<file path="src/rtl/uart_pkg.sv">
// Shared constants for the 16550-style UART register file: register offsets,
// LCR/LSR bit positions and IIR interrupt codes.
package uart_pkg;

   localparam logic [2:0] ADDR_RBR_THR = 3'd0;
   localparam logic [2:0] ADDR_IER     = 3'd1;
   localparam logic [2:0] ADDR_IIR     = 3'd2;
   localparam logic [2:0] ADDR_LCR     = 3'd3;
   localparam logic [2:0] ADDR_LSR     = 3'd5;
   localparam logic [2:0] ADDR_SCR     = 3'd7;

   localparam int LCR_STB  = 2;
   localparam int LCR_PEN  = 3;
   localparam int LCR_EPS  = 4;
   localparam int LCR_DLAB = 7;

   localparam int LSR_DR   = 0;
   localparam int LSR_OE   = 1;
   localparam int LSR_PE   = 2;
   localparam int LSR_FE   = 3;
   localparam int LSR_THRE = 5;
   localparam int LSR_TEMT = 6;

   localparam logic [3:0] IIR_LS   = 4'b0110;
   localparam logic [3:0] IIR_RX   = 4'b0100;
   localparam logic [3:0] IIR_THRE = 4'b0010;
   localparam logic [3:0] IIR_NONE = 4'b0001;

endpackage

</file>
<file path="src/rtl/uart_irq_prio.sv">
// Sticky line-status bits, THRE-pending flag, prioritised IIR encode and the
// registered interrupt request.
module uart_irq_prio
   import uart_pkg::*;
(
   input  logic       clk,
   input  logic       rst,
   input  logic [2:0] ier,
   input  logic       tx_ready,
   input  logic       rx_ready,
   input  logic       parity_err,
   input  logic       framing_err,
   input  logic       overrun_err,
   input  logic       lsr_rd,
   input  logic       iir_rd,
   input  logic       thr_wr,
   input  logic       ier_wr,
   input  logic       ier_thre_bit,
   output logic [7:0] lsr,
   output logic [7:0] iir,
   output logic       irq
);

   logic pe_q, pe_d, fe_q, fe_d, oe_q, oe_d;
   logic thre_q, thre_d, thre_set, thre_clr;
   logic tx_ready_q;
   logic irq_q, irq_d;
   logic [3:0] code;

   always_comb begin
      // A pulse landing on the LSR read cycle re-sets the bit for the next read.
      pe_d = parity_err  | (pe_q & ~lsr_rd);
      fe_d = framing_err | (fe_q & ~lsr_rd);
      oe_d = overrun_err | (oe_q & ~lsr_rd);

      if (ier[2] & (pe_q | fe_q | oe_q)) code = IIR_LS;
      else if (ier[0] & rx_ready)        code = IIR_RX;
      else if (ier[1] & thre_q)          code = IIR_THRE;
      else                               code = IIR_NONE;

      thre_set = (tx_ready & ~tx_ready_q) | (ier_wr & ier_thre_bit & tx_ready);
      thre_clr = (iir_rd & (code == IIR_THRE)) | thr_wr;
      thre_d   = thre_set | (thre_q & ~thre_clr);

      irq_d = ~code[0];

      lsr           = 8'h00;
      lsr[LSR_DR]   = rx_ready;
      lsr[LSR_OE]   = oe_q;
      lsr[LSR_PE]   = pe_q;
      lsr[LSR_FE]   = fe_q;
      lsr[LSR_THRE] = tx_ready;
      lsr[LSR_TEMT] = tx_ready;
   end

   assign iir = {2'b11, 2'b00, code};
   assign irq = irq_q;

   always_ff @(posedge clk) begin
      // tx_ready is tracked through reset so leaving reset with it high is not an edge.
      tx_ready_q <= tx_ready;
      if (rst) begin
         pe_q   <= 1'b0;
         fe_q   <= 1'b0;
         oe_q   <= 1'b0;
         thre_q <= 1'b0;
         irq_q  <= 1'b0;
      end else begin
         pe_q   <= pe_d;
         fe_q   <= fe_d;
         oe_q   <= oe_d;
         thre_q <= thre_d;
         irq_q  <= irq_d;
      end
   end

endmodule

</file>
<file path="src/rtl/uart_regs.sv">
// Host-bus register file for one UART: address decode, line/baud configuration,
// TX push / RX pop sequencing and the registered read-data mux.
module uart_regs
   import uart_pkg::*;
#(
   parameter int DL_WIDTH  = 16,
   parameter int PSD_WIDTH = 4
) (
   input  logic                 clk,
   input  logic                 rst,
   input  logic                 cs,
   input  logic                 we,
   input  logic                 re,
   input  logic [2:0]           addr,
   input  logic [7:0]           wdata,
   output logic [7:0]           rdata,
   output logic                 irq,
   output logic                 wr_en,
   output logic [7:0]           wr_data,
   input  logic                 tx_ready,
   output logic                 rd_en,
   input  logic [7:0]           rd_data,
   input  logic                 rx_ready,
   input  logic                 parity_err,
   input  logic                 framing_err,
   input  logic                 overrun_err,
   output logic [1:0]           stop_bits,
   output logic                 parity_en,
   output logic                 parity_even,
   output logic [3:0]           data_bits,
   output logic [DL_WIDTH-1:0]  divisor_latch,
   output logic [PSD_WIDTH-1:0] psd,
   output logic                 new_baud
);

   logic [7:0]           lcr_q, lcr_d, dll_q, dll_d, scr_q, scr_d;
   logic [7:0]           rdata_q, rdata_d, wr_data_q, wr_data_d;
   logic [DL_WIDTH-9:0]  dlm_q, dlm_d;
   logic [PSD_WIDTH-1:0] psd_q, psd_d;
   logic [3:0]           ier_q, ier_d;
   logic                 wr_en_q, wr_en_d, rd_en_q, rd_en_d;
   logic                 new_baud_q, new_baud_d, first_q, first_d;
   logic                 wr_acc, rd_acc, dlab;
   logic                 lsr_rd, iir_rd, thr_wr, ier_wr;
   logic [7:0]           lsr, iir;

   assign wr_acc = cs & we;
   assign rd_acc = cs & re & ~we;
   assign dlab   = lcr_q[LCR_DLAB];

   always_comb begin
      lcr_d      = lcr_q;
      dll_d      = dll_q;
      dlm_d      = dlm_q;
      psd_d      = psd_q;
      ier_d      = ier_q;
      scr_d      = scr_q;
      rdata_d    = rdata_q;
      wr_data_d  = wr_data_q;
      wr_en_d    = 1'b0;
      rd_en_d    = 1'b0;
      // first_q turns the first post-reset cycle into a baud reload.
      new_baud_d = first_q;
      first_d    = 1'b0;
      lsr_rd     = 1'b0;
      iir_rd     = 1'b0;
      thr_wr     = 1'b0;
      ier_wr     = 1'b0;

      if (wr_acc) begin
         case (addr)
            ADDR_RBR_THR: begin
               if (dlab) begin
                  dll_d      = wdata;
                  new_baud_d = 1'b1;
               end else begin
                  thr_wr = 1'b1;
                  if (tx_ready) begin
                     wr_en_d   = 1'b1;
                     wr_data_d = wdata;
                  end
               end
            end
            ADDR_IER: begin
               if (dlab) begin
                  dlm_d      = wdata[DL_WIDTH-9:0];
                  new_baud_d = 1'b1;
               end else begin
                  ier_d  = wdata[3:0];
                  ier_wr = 1'b1;
               end
            end
            ADDR_LCR: lcr_d = wdata;
            ADDR_LSR: begin
               if (dlab) begin
                  psd_d      = wdata[PSD_WIDTH-1:0];
                  new_baud_d = 1'b1;
               end
            end
            ADDR_SCR: scr_d = wdata;
            default: ;
         endcase
      end else if (rd_acc) begin
         case (addr)
            ADDR_RBR_THR: begin
               if (dlab) begin
                  rdata_d = dll_q;
               end else if (rx_ready) begin
                  rdata_d = rd_data;
                  rd_en_d = 1'b1;
               end else begin
                  rdata_d = 8'h00;
               end
            end
            ADDR_IER: rdata_d = dlab ? 8'(dlm_q) : {4'b0000, ier_q};
            ADDR_IIR: begin
               rdata_d = iir;
               iir_rd  = 1'b1;
            end
            ADDR_LCR: rdata_d = lcr_q;
            ADDR_LSR: begin
               rdata_d = lsr;
               lsr_rd  = 1'b1;
            end
            ADDR_SCR: rdata_d = scr_q;
            default:  rdata_d = 8'h00;
         endcase
      end
   end

   always_ff @(posedge clk) begin
      if (rst) begin
         lcr_q      <= 8'h03;
         dll_q      <= 8'h01;
         dlm_q      <= '0;
         psd_q      <= '0;
         ier_q      <= 4'h0;
         scr_q      <= 8'h00;
         rdata_q    <= 8'h00;
         wr_data_q  <= 8'h00;
         wr_en_q    <= 1'b0;
         rd_en_q    <= 1'b0;
         new_baud_q <= 1'b0;
         first_q    <= 1'b1;
      end else begin
         lcr_q      <= lcr_d;
         dll_q      <= dll_d;
         dlm_q      <= dlm_d;
         psd_q      <= psd_d;
         ier_q      <= ier_d;
         scr_q      <= scr_d;
         rdata_q    <= rdata_d;
         wr_data_q  <= wr_data_d;
         wr_en_q    <= wr_en_d;
         rd_en_q    <= rd_en_d;
         new_baud_q <= new_baud_d;
         first_q    <= first_d;
      end
   end

   uart_irq_prio u_irq_prio (
      .clk          (clk),
      .rst          (rst),
      .ier          (ier_q[2:0]),
      .tx_ready     (tx_ready),
      .rx_ready     (rx_ready),
      .parity_err   (parity_err),
      .framing_err  (framing_err),
      .overrun_err  (overrun_err),
      .lsr_rd       (lsr_rd),
      .iir_rd       (iir_rd),
      .thr_wr       (thr_wr),
      .ier_wr       (ier_wr),
      .ier_thre_bit (wdata[1]),
      .lsr          (lsr),
      .iir          (iir),
      .irq          (irq)
   );

   assign rdata         = rdata_q;
   assign wr_en         = wr_en_q;
   assign wr_data       = wr_data_q;
   assign rd_en         = rd_en_q;
   assign new_baud      = new_baud_q;
   assign stop_bits     = lcr_q[LCR_STB] ? 2'd2 : 2'd1;
   assign parity_en     = lcr_q[LCR_PEN];
   assign parity_even   = lcr_q[LCR_EPS];
   assign data_bits     = 4'd5 + {2'b00, lcr_q[1:0]};
   assign divisor_latch = {dlm_q, dll_q};
   assign psd           = psd_q;

endmodule

</file>
<file path="config.mk">
export PLATFORM = sky130hd
export DESIGN_NAME = uart_regs
export DESIGN_NICKNAME = d
export VERILOG_FILES = /design/src/rtl/uart_pkg.sv /design/src/rtl/uart_irq_prio.sv /design/src/rtl/uart_regs.sv
export SDC_FILE = /design/constraint.sdc
export NUM_CORES = 1
export LEC_CHECK = 0
export ABC_AREA = 1
export BUFFER_PORTS_ARGS = -buffer_cell sky130_fd_sc_hd__buf_2
export CAP_MARGIN = 20
export CORE_ASPECT_RATIO = 1.25
export CORE_MARGIN = 5
export CORE_UTILIZATION = 27
export DETAILED_ROUTE_END_ITERATION = 7
export SYNTH_ARGS = -nofsm -noshare
export SYNTH_HDL_FRONTEND = slang
export SYNTH_SLANG_ARGS = --single-unit
</file>
<file path="constraint.sdc">
create_clock -name clk -period 1.35 [get_ports clk]
set_clock_uncertainty 0.05 [all_clocks]
set_input_delay 0.2025 -clock clk [delete_from_list [all_inputs] [get_ports clk]]
set_output_delay 0.2025 -clock clk [all_outputs]
set_load 0.03 [all_outputs]
</file>
==> impl_metrics.yaml, run 1 <==
clock_tree:
  root_buffer: "clkbuf_16"
  post_cts_buffers: 0
  cts_tree: "built"
  cts_buffers: 9
  clk_latency_ns: 0.33
  clock_sinks: 66
  clk_path_buf_depth: 2
  clk_pin_slew_ns: 0.05
  holdBufCountCts: 0
  htreeDepth: 3
timing:
  maxSlewHeadroom_pct: 78.8
  hold_ws_ns: 0.0233
  worst_slew_pin_slew_ns: 0.317
  period_share_pct: 96.8
  final.min_clock_period_ns: 1.31
  rsz0062_at_grt: "false"
  fmax_mhz: 765
  drv_slew: 0
  tns_ns: 0
  finalHoldViolCount: 0
  fin_ws_ns: 0.0436
  finalSetupViolations: 0
critical_path:
  slowest_stage: "dfxtp_2"
  critical_path_class: "reg -> out"
  arrival_ns: 1.05
  critPathLaunchType: "flip-flop"
  path_buf_inv: 1
  required_ns: 1.10
  crit_family: "flip-flops"
  cpPeakStageDelay_ns: 0.34
  cp_cell_sequence: "ha_4, buf_6"
  path_max_fanout: 3
  worst_setup_path_end_kind: "primary output"
yosys:
  ys_seq_elements: 66
  synth_nets: 449
  yosysSeqAreaShare_pct: 43.6
  synth_edf_count: 0
  synthArstFlopShare_pct: 0
  synth_ff_type: "dfxtp_1"
  synthDominantCellAreaShare_pct: 43.6
  synth_top_cell_by_area: "dfxtp_1"
  syn_area_um2: 3030
  syn_area_per_cell_um2: 7.23
  synthCells: 419
  synth_area_leaders: "dfxtp_1 (44%), nand2_1 (12%), nor2_1 (10%), a21oi_1 (4.8%), o21ai_0 (4.1%)"
  yosys_warnings: 0
  synthDistinctLibCells: 35
global_routing:
  antenna_found_initial: 0
  grt_pass1_vias: 3051
  grt.total_usage_pct: 14.8
  grt_overflow: 0
  grt_max_degree: 45
  grt_pass1_wl_um: 15700
power:
  powerDensity_nw_per_um2: 1200
  p_sw_mw: 1.12
  power.share.sequential_pct: 41.1
  p_leak_nw: 1.97
  ir_worst_vdd_v: 0.000508
  p_comb_share_pct: 8.7
  sw_frac_of_total_pct: 22.8
  clkPwrFrac_pct: 50.2
  p_int_mw: 3.77
place:
  post-place-ws_ns: -0.0656
  dp_cells: 647
  gp_congestion: 0.808
  portBuffers: 76
  hpwl_um: 7690
floorplanning:
  die_x_um: 105
  die_h_um: 128
  pin_count: 77
  rows: 43
  start_util_pct: 27.5
  core_area_um2: 11000
  die-area_um2: 13500
route:
  ant_nets: 0
  vias: 3030
  post-route-drc-count: 0
  via_per_inst: 4.56
  routedWlPerCell_um: 14.9
  drt_first_pass_iters: 4
  routed_wirelength_um: 9890
  dr.first_iter.drc_count: 165
finish:
  layout-drive-gt1-share_pct: 30.4
  stdcell_count: 664
  fillCellCount: 1136
  utilization_pct: 36.9
  nNetsFinal: 554
  area.growth.synth_to_final_pct: 34.4
  num_antenna_cells: 0
worst_hold_path:
  hold_path.class: "in -> reg"
job:
  cap_violations: 0
outcome:
  status: "completed"
-- through the flow --
step / cell area [um2] / total power [mW]
finish: 4070 / 4.89
global route: 4070 / 5.09
detailed placement: 3720 / 2.47
global placement: 3720 / 2.47
CTS: 4070 / 4.93
floorplan: 3030 / 2.29
-- registers in the layout (all words and copies together) (netlist names), 4 cells and up --
register and flops:
wr_data 8, dll_q 8, scr_q 8, psd 4
lcr_q 8, dlm_q 8, ier_q 4, rdata 8
-- cell usage in the layout (no fill, tap or decap), types with 2 or more instances in the layout --
master / netlist / routed
clkbuf_16: 0 / 9
buf_4: 2 / 32
o21ai_0: 25 / 25
inv_1: 21 / 21
nand2_1: 93 / 93
nand3_1: 15 / 15
nor2_4: 8 / 8
dfxtp_1: 66 / 63
nor2_2: 1 / 3
nor2_1: 84 / 83
nand3_4: 3 / 3
clkbuf_1: 4 / 2
inv_2: 11 / 11
a21oi_1: 29 / 29
nand3b_1: 2 / 2
clkbuf_8: 0 / 4
o21ai_1: 21 / 21
o211ai_1: 2 / 2
dfxtp_2: 0 / 3
nand4_1: 8 / 8
nand2_4: 2 / 2
buf_2: 2 / 74
-- final cells by class --
cell class                 instances  area [um2]  share of cell area [%]
multi-input combinational        303        1470                    36.1
clock inverter                     1        30.0                   0.738
timing repair buffer             108         642                    15.8
inverter                          36         148                    3.63
tap                              135         169                    4.15
sequential                        66        1330                    32.5
clock buffer                      15         288                    7.07
-- cells by family (layout without fill, tap and decap cells) --
family                   Yosys count  after routing  synth area share (%)
adder cells (fa/ha/maj)            1              1                 0.413
AND/OR/NAND/NOR                  220            221                  33.4
buffers and inverters             51            160                  8.59
AO/OA/AOI/OAI                     81             81                  14.0
flip-flops                        66             66                  43.6
-- per-layer routing --
| metal | global-route usage [%] | wire [um] | vias up |
|---|---|---|---|
| met5 | 0 | 0 | - |
| met4 | 5.27 | 117 | 0 |
| met3 | 3.96 | 598 | 11 |
| met2 | 26.1 | 5080 | 77 |
| met1 | 17.1 | 4100 | 1374 |
| li1 | - | - | 1568 |
-- worst register-to-register path, cell delays in order, from the launching register on --
cell and delay (ns):
dfxtp_2 0.37, inv_4 0.04, nor2_2 0.14, inv_2 0.12
nor2_4 0.16, buf_4 0.14, o21ai_0 0.08, nor2_1 0.09
-- Yosys cell counts, types with 2 or more instances --
| cell type | count |
|---|---|
| nor2_4 | 8 |
| clkbuf_1 | 4 |
| nand4_1 | 8 |
| nand3_4 | 3 |
| nand3_1 | 15 |
| nor2_1 | 84 |
| inv_2 | 11 |
| a21oi_1 | 29 |
| buf_6 | 5 |
| o21ai_0 | 25 |
| nand3b_1 | 2 |
| o21ai_1 | 21 |
| dfxtp_1 | 66 |
| o211ai_1 | 2 |
| nand2_1 | 93 |
| buf_2 | 2 |
| inv_1 | 21 |
| buf_4 | 2 |
| nand2_4 | 2 |
-- worst paths after layout --
check / startpoint / to / slack [ns] / cells past startpoint
worst max-delay path: lcr_q[0] / data_bits[1] / 0.04 / 2
worst min-delay path: tx_ready / u_irq_prio.tx_ready_q / 0.02 / 1
worst max register to register: lcr_q[7] / dlm_q[5] / 0.10 / 7
worst min register to register: scr_q[7] / scr_q[7] / 0.40 / 2
-- power groups by stage --
stage / clock network, mW / logic [mW] / registers (mW)
6_report: 2.46 / 0.427 / 2.01
5_1_grt: 2.60 / 0.472 / 2.01
4_1_cts: 2.50 / 0.430 / 2.01
3_5_place_dp: 0 / 0.422 / 2.05
3_3_place_gp: 0 / 0.419 / 2.05
2_1_floorplan: 0 / 0.224 / 2.06
-- repair_timing --
item                                    CTS  global route
pin swaps                                 2             0
gates cloned                              1             0
gates resized for setup                   6             2
endpoints found under the setup margin   11            20
(Power assumes the default switching activity.)
==> inputs of run 2 (changes only) <==
Settings changed: CORE_ASPECT_RATIO 1.25 to 1.5, CORE_MARGIN 5 to 10.
Clock period 1.35 ns to 1.4 ns, I/O delays scaled along.
==> run 2 against run 1 <==
Against the previous run: via count fell by 0.59%; sequential power fell by 4%; cell area rose by 0.15%; wire length rose by 3.8%; global-route usage fell by 1.6 points; die area rose by 19%; clock power rose by 8.1%; worst setup slack improved by 0.013 ns; utilization rose by 0.17 points; largest power group unchanged.
==> impl_metrics.yaml, run 2 (same netlist as run 1, synthesis figures left out) <==
critical_path:
  crit_start: "lcr_q[0]"
  reg2reg_from: "lcr_q[7]"
  cpPeakStageDelay_ns: 0.39
  critPathLaunchType: "flip-flop"
  path_max_fanout: 3
  slowest_stage: "dfxtp_1"
  reg2reg_depth: 6
  cp-endpoint: "data_bits[1]"
  arrival_ns: 1.08
  regToRegEndpoint: "wr_data[1]"
  reg2reg_slack_ns: 0.12
  required_ns: 1.14
  worst_setup_path_end_kind: "primary output"
  cp_cell_sequence: "ha_4, buf_6"
  critical_path_class: "reg -> out"
timing:
  final.min_clock_period_ns: 1.34
  maxSlewHeadroom_pct: 79.3
  tns_ns: 0
  rsz0062_at_grt: "false"
  finalSetupViolations: 0
  period_share_pct: 95.9
  finalHoldViolCount: 0
  hold_ws_ns: 0.0282
  fmax_mhz: 745
  drv_slew: 0
  fin_ws_ns: 0.0569
  worst_slew_pin_slew_ns: 0.311
route:
  dr.first_iter.drc_count: 197
  routed_wirelength_um: 10300
  ant_nets: 0
  post-route-drc-count: 0
  via_per_inst: 4.50
  vias: 3012
  drt_first_pass_iters: 4
  routedWlPerCell_um: 15.3
place:
  dp_cells: 651
  gp_congestion: 0.843
  portBuffers: 76
  post-place-ws_ns: -0.119
  hpwl_um: 8000
power:
  powerDensity_nw_per_um2: 1220
  ir_worst_vdd_v: 0.000596
  p_leak_nw: 1.95
finish:
  num_antenna_cells: 0
  multi_input_area_um2: 1460
  final_common_cell: "nand2_1"
  nNetsFinal: 548
  final_cell_mix: "nand2_1 (93), nor2_1 (83), buf_2 (75)"
  fillCellCount: 1187
  seq_area_um2: 1320
  layout-drive-gt1-share_pct: 29.8
  area.growth.synth_to_final_pct: 34.6
  stdcell_count: 670
clock_tree:
  clk_path_buf_depth: 2
  clk_latency_ns: 0.34
  cts_buffers: 9
  htreeDepth: 3
  holdBufCountCts: 0
  clk_pin_slew_ns: 0.06
  clock_sinks: 66
  root_buffer: "clkbuf_16"
  cts_tree: "built"
global_routing:
  grt_pass1_wl_um: 16300
  grt_pass1_vias: 3104
  grt_max_degree: 49
  antenna_found_initial: 0
  grt_overflow: 0
  grt.total_usage_pct: 13.2
floorplanning:
  start_util_pct: 27.6
  pin_count: 77
  die-area_um2: 15900
  core_area_um2: 11000
  die_h_um: 150
  rows: 47
  die_x_um: 107
outcome:
  status: "completed"
worst_hold_path:
  hold_path.class: "in -> reg"
job:
  cap_violations: 0
==> run 2: how the worst min path moves through the flow <==
stage / startpoint / to / slack [ns] / cells past startpoint
2_1_floorplan: rst / first_q / 0.19 / 0
3_3_place_gp: parity_err / u_irq_prio.pe_q / 0.37 / 3
5_1_grt: tx_ready / u_irq_prio.tx_ready_q / 0.03 / 1
3_5_place_dp: framing_err / u_irq_prio.fe_q / 0.37 / 3
4_1_cts: tx_ready / u_irq_prio.tx_ready_q / 0.02 / 1
6_report: overrun_err / u_irq_prio.oe_q / 0.03 / 3
==> run 2: routing by layer <==
| metal | part of all wire (%) | GRT usage (%) | up-vias |
|---|---|---|---|
| met5 | 0 | 0 | - |
| met4 | 2.9 | 6.18 | 0 |
| met3 | 7.1 | 5.12 | 15 |
| met2 | 52 | 23.4 | 75 |
| met1 | 38 | 13.1 | 1376 |
| li1 | - | - | 1546 |
==> run 2: critical path: cells and delay by family (launching register included) <==
kind | cells | cell delay, ns
adder cells (fa/ha/maj) | 1 | 0.22
buffers and inverters | 1 | 0.13
flip-flops | 1 | 0.39
==> run 2: final cells by class <==
class                   instances  share of cell area (%)
repair buffers                103                    14.9
well taps                     147                    4.51
multi-input cells             302                    35.9
clock inverters                 6                    2.79
inverters                      36                    3.62
clock buffers                  10                    5.86
flip-flops and latches         66                    32.5
==> run 2: where the power goes <==
part	switching (mW)	internal (mW)	leakage, nW
Combinational	0.262	0.143	1.25
Clock	0.868	1.79	0.165
Sequential	0.0204	1.91	0.535
Total	1.15	3.84	1.95
==> run 2: through the flow <==
stage                     utilization [%]  instance area (um2)  total power [mW]
after global placement               33.4                 3670              2.37
after global routing                 37.1                 4080              5.16
after detailed placement             33.4                 3670              2.37
final                                37.1                 4080              4.99
after floorplan                         -                 3030              2.20
after CTS                            36.9                 4050              5.03
==> run 2: timing repair <==
| item | CTS | global route |
|---|---|---|
| resized for setup | 1 | 6 |
| endpoints found under the hold margin | 0 | 0 |
| pin swaps | 1 | 3 |
| setup buffers | 3 | 0 |
| setup endpoints to repair | 8 | 25 |
==> inputs of run 3 (changes only) <==
Settings changed: CELL_PAD_IN_SITES_DETAIL_PLACEMENT from default to 1, CELL_PAD_IN_SITES_GLOBAL_PLACEMENT from default to 1, PLACE_DENSITY_LB_ADDON from default to 0.1.
Clock period 1.4 ns to 1.25 ns, I/O delays scaled along.
==> run 3 against run 2 <==
Against the previous run: the run now ends with negative setup slack left; cell area is 6.7% higher; worst hold slack worse by 0.016 ns; via count is 2.3% higher; critical path depth stayed put; sequential cell count stayed put; worst setup slack worse by 0.12 ns; clock-buffer cell count stayed put; combinational power is 23% higher; sequential power is 12% higher; non-clock buffer count is 18 higher.
==> impl_metrics.yaml, run 3 (same netlist as run 1, synthesis figures left out) <==
outcome:
  status: "finished, violations left"
  violations: "negative setup slack"
global_routing:
  grt_pass1_vias: 3361
  antenna_found_initial: 0
  grt_pass1_wl_um: 18000
  grt.total_usage_pct: 14.4
  grt_overflow: 0
  grt_max_degree: 48
floorplanning:
  die_x_um: 107
  rows: 47
  die_h_um: 150
  pin_count: 77
  die-area_um2: 15900
  start_util_pct: 27.6
  core_area_um2: 11000
power:
  p_leak_nw: 2.06
  p_sw_mw: 1.32
  powerDensity_nw_per_um2: 1250
  ir_worst_vdd_v: 0.000585
  clkPwrFrac_pct: 51.1
  sw_frac_of_total_pct: 24.2
  p_int_mw: 4.13
  p_comb_share_pct: 9.1
  power.share.sequential_pct: 39.7
clock_tree:
  htreeDepth: 3
  clock_sinks: 66
  cts_buffers: 9
  cts_tree: "built"
  clk_latency_ns: 0.33
  clk_path_buf_depth: 2
  root_buffer: "clkbuf_16"
  clk_pin_slew_ns: 0.06
timing:
  hold_ws_ns: 0.0117
  drv_slew: 0
  finalSetupViolations: 4
  finalHoldViolCount: 0
  final.min_clock_period_ns: 1.32
  maxSlewHeadroom_pct: 79.2
  rsz0062_at_grt: "true"
  fmax_mhz: 760
  period_share_pct: 105
  worst_slew_pin_slew_ns: 0.311
  fin_ws_ns: -0.0666
route:
  vias: 3080
  drt_first_pass_iters: 4
  dr.first_iter.drc_count: 79
  ant_nets: 0
  routed_wirelength_um: 11100
  post-route-drc-count: 0
  via_per_inst: 4.48
  routedWlPerCell_um: 16.2
critical_path:
  required_ns: 1.01
  crit_start: "lcr_q[0]"
  path_max_fanout: 3
  arrival_ns: 1.08
  slowest_stage: "dfxtp_4"
  critical_path_class: "reg -> out"
  worst_setup_path_end_kind: "primary output"
  critPathLaunchType: "flip-flop"
  cpPeakStageDelay_ns: 0.36
  reg2reg_from: "lcr_q[7]"
  cp_cell_sequence: "ha_4, buf_6"
place:
  portBuffers: 76
  hpwl_um: 8740
  gp_congestion: 0.783
  post-place-ws_ns: -0.260
finish:
  final_common_cell: "nand2_1"
  num_antenna_cells: 0
  nNetsFinal: 566
  layout-drive-gt1-share_pct: 36.8
  fillCellCount: 1405
  final_cell_mix: "nand2_1 (86), nor2_1 (80), buf_2 (67)"
  area.growth.synth_to_final_pct: 43.6
job:
  cap_violations: 0
worst_hold_path:
  hp-start: "parity_err"
  hold_path.class: "in -> reg"
[run 3: cell types whose count changed in the layout (fill, tap and decap cells not counted), moves of 6 or more]
| cell | previous run | this run |
|---|---|---|
| buf_2 | 75 | 67 |
| nand2_1 | 93 | 86 |
| buf_6 | 2 | 8 |
| buf_4 | 25 | 38 |
| o21ai_0 | 25 | 17 |
| nand2_2 | 1 | 7 |
[run 3: timing repair]
item / CTS / global route
hold buffers: 1 / 0
endpoints found under the hold margin: 1 / 0
gates resized for setup: 19 / 41
setup buffers: 3 / 2
pin swaps: 4 / 20
setup endpoints to repair: 30 / 35
[run 3: final cells by class]
class	instances	area [um2]	share of cell area, %
Inverter	36	158	3.62
Timing Repair Buffer	121	811	18.6
Tap cell	147	184	4.23
Sequential cell	66	1330	30.6
Clock buffer	10	239	5.49
Clock inverter	6	90.1	2.07
Multi-Input combinational cell	302	1540	35.3
[run 3: layer usage]
metal / wire length, um / up-vias / global-route usage [%]
met4: 99 / 0 / 4.89
li1: - / 1585 / -
met1: 4700 / 1439 / 16.1
met5: 0 / - / 0
met3: 467 / 6 / 3.62
met2: 5860 / 50 / 25.9
[run 3: worst max-delay path, delay by kind of cell, from the launching register on]
| family | cells | cell delay (ns) |
|---|---|---|
| flops | 1 | 0.36 |
| fa+ha+maj | 1 | 0.26 |
| buf+inv | 1 | 0.12 |
[run 3: path summary, 6_finish.rpt]
path / end / slack [ns] / cells past startpoint
setup / recovery: data_bits[1] / -0.07 / 2
hold / removal: u_irq_prio.pe_q / 0.01 / 3
setup reg to reg: dlm_q[7] / -0.01 / 7
hold reg to reg: rdata[1] / 0.41 / 2
[run 3: power groups by stage]
stage	Clock, mW	Combinational (mW)	Sequential (mW)
after floorplan	0	0.243	2.23
after global placement	0	0.470	2.21
after detailed placement	0	0.474	2.21
after CTS	2.86	0.489	2.17
after global routing	2.97	0.551	2.17
final	2.79	0.497	2.17
[run 3: stage by stage]
stage                     util, %  instances  total power [mW]  cell area, um2  TNS (ns)
after floorplan                 -        419              2.47            3040         0
final                        39.6        688              5.45            4350   -0.0885
after global routing         39.6        688              5.69            4350     -1.40
after detailed placement     34.8        666              2.69            3820     -5.61
after global placement       34.8        666              2.68            3820     -4.67
after CTS                    38.5        686              5.51            4240    -0.245
